$ cat config.mk
export PLATFORM = sky130hd
export DESIGN_NAME = bool_pipe_flat
export DESIGN_NICKNAME = d
export VERILOG_FILES = /design/src/rtl/bool_pipe_if.sv /design/src/rtl/bool_pipe.sv /design/src/flat_wrapper.sv
export SDC_FILE = /design/constraint.sdc
export NUM_CORES = 1
export LEC_CHECK = 0
export ABC_AREA = 1
export ABC_CLOCK_PERIOD_IN_PS = 2900
export CORE_MARGIN = 4
export CORE_UTILIZATION = 50
export CTS_CLUSTER_DIAMETER = 40
export DETAILED_ROUTE_END_ITERATION = 12
export PLACE_DENSITY = 0.89
export SLEW_MARGIN = 20
export SYNTH_ARGS = -nofsm -noshare
export SYNTH_HDL_FRONTEND = slang
export SYNTH_SLANG_ARGS = --single-unit
$ cat constraint.sdc
create_clock -name clk -period 2.9 [get_ports clk]
set_input_delay 0.725 -clock clk [delete_from_list [all_inputs] [get_ports clk]]
set_output_delay 0.725 -clock clk [all_outputs]
set_load 0.005 [all_outputs]
$ cat src/rtl/bool_pipe_if.sv
// Handshake bundle for bool_pipe: producer side (in_*), consumer side (out_*) and occupancy.
interface bool_pipe_if #(
    parameter int unsigned WIDTH    = 8,
    parameter int unsigned CHANNELS = 2,
    parameter int unsigned DEPTH    = 2
);
    localparam int unsigned LVL_W = $clog2(DEPTH + 1);

    logic                      in_valid;
    logic                      in_ready;
    logic [CHANNELS*WIDTH-1:0] in_data;
    logic [1:0]                in_mode;
    logic                      out_valid;
    logic                      out_ready;
    logic [WIDTH-1:0]          out_data;
    logic [LVL_W-1:0]          level;

    // Pipeline side: consumes beats, produces results
    modport slave (
        input  in_valid, in_data, in_mode, out_ready,
        output in_ready, out_valid, out_data, level
    );

    // Producer/consumer side
    modport master (
        output in_valid, in_data, in_mode, out_ready,
        input  in_ready, out_valid, out_data, level
    );
endinterface

$ cat src/rtl/bool_pipe.sv
// Registered N-input bitwise combiner (PASS/AND/OR/XOR) behind an elastic
// valid/ready pipeline of DEPTH stages with collapsing bubbles.
module bool_pipe #(
    parameter int unsigned WIDTH    = 8,
    parameter int unsigned CHANNELS = 2,
    parameter int unsigned DEPTH    = 2
) (
    input  logic       clk,
    input  logic       rst_n,
    bool_pipe_if.slave bus
);
    localparam int unsigned LVL_W = $clog2(DEPTH + 1);

    typedef enum logic [1:0] {
        MODE_PASS = 2'b00,
        MODE_AND  = 2'b01,
        MODE_OR   = 2'b10,
        MODE_XOR  = 2'b11
    } mode_e;

    mode_e            mode;
    logic [WIDTH-1:0] result;
    logic [DEPTH-1:0] vld_q, vld_d;
    logic [DEPTH-1:0] adv;
    logic [WIDTH-1:0] dat_q [DEPTH];
    logic [WIDTH-1:0] dat_d [DEPTH];
    logic [LVL_W-1:0] level_q, level_d;
    logic             in_rdy;
    logic             accept;
    logic             emit;

    assign mode = mode_e'(bus.in_mode);

    // Fold all channels into one word according to the mode of the offered beat
    always_comb begin
        result = bus.in_data[WIDTH-1:0];
        for (int unsigned k = 1; k < CHANNELS; k++) begin
            case (mode)
                MODE_AND: result = result & bus.in_data[k*WIDTH +: WIDTH];
                MODE_OR:  result = result | bus.in_data[k*WIDTH +: WIDTH];
                MODE_XOR: result = result ^ bus.in_data[k*WIDTH +: WIDTH];
                default:  result = result;
            endcase
        end
    end

    // Resolve stage advances from the output backwards; the consumer acts as the
    // successor of the last stage, and what is left over decides in_ready
    always_comb begin
        logic succ_frees;
        succ_frees = bus.out_ready;
        for (int unsigned j = 0; j < DEPTH; j++) begin
            adv[DEPTH-1-j] = vld_q[DEPTH-1-j] & succ_frees;
            succ_frees     = ~vld_q[DEPTH-1-j] | adv[DEPTH-1-j];
        end
        in_rdy = succ_frees;
    end

    assign accept = bus.in_valid & in_rdy;
    assign emit   = vld_q[DEPTH-1] & bus.out_ready;

    // Next stage contents and occupancy
    always_comb begin
        vld_d   = vld_q;
        dat_d   = dat_q;
        level_d = level_q;

        if (accept) begin
            vld_d[0] = 1'b1;
            dat_d[0] = result;
        end else if (adv[0]) begin
            vld_d[0] = 1'b0;
        end

        for (int unsigned i = 1; i < DEPTH; i++) begin
            if (adv[i-1]) begin
                vld_d[i] = 1'b1;
                dat_d[i] = dat_q[i-1];
            end else if (adv[i]) begin
                vld_d[i] = 1'b0;
            end
        end

        if (accept && !emit) begin
            level_d = level_q + LVL_W'(1);
        end else if (!accept && emit) begin
            level_d = level_q - LVL_W'(1);
        end
    end

    // Stage and occupancy registers, cleared immediately by reset
    always_ff @(posedge clk or negedge rst_n) begin
        if (!rst_n) begin
            vld_q   <= '0;
            dat_q   <= '{default: '0};
            level_q <= '0;
        end else begin
            vld_q   <= vld_d;
            dat_q   <= dat_d;
            level_q <= level_d;
        end
    end

    assign bus.in_ready  = in_rdy;
    assign bus.out_valid = vld_q[DEPTH-1];
    assign bus.out_data  = dat_q[DEPTH-1];
    assign bus.level     = level_q;

endmodule

$ cat src/flat_wrapper.sv
// flat-port wrapper written by rule: the top's interface ports become plain ports
module bool_pipe_flat 
#(
    parameter int unsigned WIDTH    = 8,
    parameter int unsigned CHANNELS = 2,
    parameter int unsigned DEPTH    = 2
)
  (clk, rst_n, bus_in_valid, bus_in_data, bus_in_mode, bus_out_ready, bus_in_ready, bus_out_valid, bus_out_data, bus_level);
  bool_pipe_if #(.WIDTH(WIDTH), .CHANNELS(CHANNELS), .DEPTH(DEPTH)) bus_i ();
  input  logic clk;
  input  logic rst_n;
  input wire logic [$bits(bus_i.in_valid)-1:0] bus_in_valid;
  input wire logic [$bits(bus_i.in_data)-1:0] bus_in_data;
  input wire logic [$bits(bus_i.in_mode)-1:0] bus_in_mode;
  input wire logic [$bits(bus_i.out_ready)-1:0] bus_out_ready;
  output wire logic [$bits(bus_i.in_ready)-1:0] bus_in_ready;
  output wire logic [$bits(bus_i.out_valid)-1:0] bus_out_valid;
  output wire logic [$bits(bus_i.out_data)-1:0] bus_out_data;
  output wire logic [$bits(bus_i.level)-1:0] bus_level;
  assign bus_i.in_valid = bus_in_valid;
  assign bus_i.in_data = bus_in_data;
  assign bus_i.in_mode = bus_in_mode;
  assign bus_i.out_ready = bus_out_ready;
  assign bus_in_ready = bus_i.in_ready;
  assign bus_out_valid = bus_i.out_valid;
  assign bus_out_data = bus_i.out_data;
  assign bus_level = bus_i.level;
  bool_pipe #(.WIDTH(WIDTH), .CHANNELS(CHANNELS), .DEPTH(DEPTH)) u_core (.clk(clk), .rst_n(rst_n), .bus(bus_i));
endmodule
==> impl_metrics.json <==
{
  "overflow": 0,
  "cp_max_fo": 3,
  "fin_skew_ps": 0.848,
  "clock-sinks": 20,
  "drc": 0,
  "drtPass1Iterations": 4,
  "min_period_ps": 2610,
  "nNetsFinal": 253,
  "drt-wirelength-per-cell_um": 10.1,
  "dp.cells": 240,
  "fin_tns_setup_ps": 0,
  "grt_max_degree": 21,
  "post_cts_buffers": 0,
  "grt_use_total_pct": 14.3,
  "slew_violations": 0,
  "crit_top_cell": "clkdlybuf4s50_1",
  "timing_worst_setup_path_type": "in2out",
  "netlist_instances": 188,
  "power_density_nw_per_um2": 487,
  "fmax_mhz": 383,
  "dp.final_hpwl_um": 1980,
  "end_kind": "primary output",
  "period_share_pct": 90.1,
  "ys_seq_elements": 20,
  "coreArea_um2": 2760,
  "dieArea_um2": 3800,
  "globalplace.congestion": 0.744,
  "antenna_found_initial": 0,
  "grt_setup_unrepaired": "false",
  "critPathSlowestCell": "clkdlybuf4s50_1",
  "ff2ff_path_depth": 6,
  "r2r-start": "u_core.vld_q[1]$_DFFE_PN0P_",
  "critPathLaunchType": "input port",
  "whs_endpoint": "u_core.bus.out_data[0]$_DFFE_PN0P_",
  "n_antenna_cell": 0,
  "routed_wirelength_um": 2460,
  "post_cts_resized": 0,
  "setup_viol": 0,
  "crit_family": "buffers and inverters",
  "holdPathStages": 2,
  "syn_area_per_cell_um2": 7.65,
  "power.leakage_nw": 0.945,
  "die_x_um": 61.6,
  "final_cell_mix": "nand2_1 (62), clkdlybuf4s50_1 (33), inv_1 (23), nor2_1 (23), dfrtp_1 (20)",
  "clk-insertion-delay-late_ps": 280,
  "slew_headroom_pct": 44.1,
  "detail_route.vias_per_cell": 4.74,
  "fillCellCount": 256,
  "min_path_type": "reg2reg",
  "path_clk_slew_ps": 100,
  "arrival_ps": 1890,
  "final_antenna_net_count": 0,
  "root_buffer": "clkbuf_4",
  "worst_r2r_endpoint": "u_core.bus.level[1]$_DFFE_PN0P_",
  "rows": 19,
  "syn_nets": 227,
  "drive_above_1_share_pct": 6.60,
  "timing.critical_path.buf_inv": 3,
  "cp_cell_sequence": "clkdlybuf4s50_1 > inv_1 > nand3_2 > clkdlybuf4s50_1",
  "io_pins": 34,
  "h-tree-depth": 1,
  "route.vias.total": 1152,
  "area_growth_pct": 20.4,
  "cts_hold_buf": 0,
  "stdcell_count": 243,
  "grt_pass1_wl_um": 4130,
  "required_ps": 2170,
  "clockBufferDepth": 2,
  "final_common_cell": "nand2_1",
  "worst_slew_pin_slew_ps": 836,
  "cts_buffers": 3,
  "drtIter0Drc": 19,
  "reg2reg_slack_ps": 1360,
  "port_buffers": 33,
  "grt_pass1_vias": 1010,
  "cts_tree": "built",
  "fp.dieH_um": 61.6,
  "ys_types": 17,
  "start_util_pct": 52.1,
  "irDropWorstVdd_mv": 0.354,
  "yosysWarnings": 0,
  "synth-seq-area-share_pct": 34.8,
  "hp-start": "u_core.dat_q[8]$_DFFE_PN0P_",
  "max_stage_delay_ps": 520,
  "maxCapViolCount": 0,
  "syn_area_um2": 1440,
  "hold_violations": 0,
  "status": "completed"
}
==> state kept, by name, indices dropped and copies added (netlist names) <==
| signal | cells |
|---|---|
| u_core.bus.out_data | 8 |
| u_core.bus.level | 2 |
| u_core.vld_q | 2 |
| u_core.dat_q | 8 |
==> cell families after synthesis <==
logic type                 after synthesis  share of synthesized area, %
AOI/OAI and AO/OA                        5                          3.92
and+or+nand+nor                        107                          31.9
adders and majority gates               17                          14.8
DFF                                     20                          34.8
xor gates and xnor gates                 2                          1.22
buffers and inverters                   37                          13.4
==> where the power goes <==
| part | leakage [nW] | switching [mW] | internal (mW) | total (mW) |
|---|---|---|---|---|
| combinational | 0.686 | 0.139 | 0.184 | 0.323 |
| clock | 0.0138 | 0.0738 | 0.0482 | 0.122 |
| sequential | 0.246 | 0.0456 | 0.353 | 0.398 |
| total | 0.945 | 0.258 | 0.585 | 0.843 |
==> final cells by class <==
type,count,area (um^2),area share [%]
multi-input combinational,131,744,43.0
sequential,20,500,28.9
timing repair buffer,33,330,19.1
inverter,25,93.8,5.42
tap,31,38.8,2.24
clock buffer,3,22.5,1.30
==> per-layer routing <==
metal  up-vias  track usage [%]  wire length (um)
li1        616                -                 -
met1       505             19.2              1140
met2        29             22.9              1170
met3         2             1.26               119
met4         0             7.58                27
met5         -                0                 0
==> Yosys cell counts <==
library cell	count	area share, %
xor2_1	1	0.61
nand3b_1	6	3.1
buf_4	8	4.2
inv_2	2	0.52
nand2_1	62	16
nor2_1	23	6.0
inv_1	23	6.0
o21bai_2	5	3.9
nand3_1	12	4.2
ha_1	17	15
buf_2	1	0.35
nand3_2	1	0.70
xnor2_1	1	0.61
nand2_2	2	0.87
dfrtp_1	20	35
nand2_4	1	0.78
buf_6	3	2.3
==> worst max-delay path by stage <==
stage / to / cells after the start / startpoint / slack (ps)
2_1_floorplan: u_core.bus.level[1]$_DFFE_PN0P_ / 8 / bus_out_ready / 1000
3_3_place_gp: bus_in_ready / 4 / bus_out_ready / 320
3_5_place_dp: bus_in_ready / 4 / bus_out_ready / 280
4_1_cts: bus_in_ready / 4 / bus_out_ready / 270
5_1_grt: bus_in_ready / 4 / bus_out_ready / 250
6_report: bus_in_ready / 4 / bus_out_ready / 290
==> worst reg2reg max path, delay by kind of cell (launching register included) <==
kind	cells	cell delay [ps]
XOR/XNOR	1	140
adder cells (fa/ha/maj)	1	310
buffers and inverters	1	70
flip-flops	1	410
AND/OR/NAND/NOR	3	510
==> through the flow <==
stage	worst slack, ps	hold slack, ps	power, mW	utilization (%)	instance area (um^2)
global placement	316	452	0.718	61.9	1710
floorplan	1000	429	0.604	-	1440
detailed placement	279	457	0.732	61.9	1710
global route	248	513	0.921	62.7	1730
CTS	274	480	0.852	62.7	1730
finish	287	478	0.843	62.7	1730
Note: power is estimated with default switching activity, not from simulation.
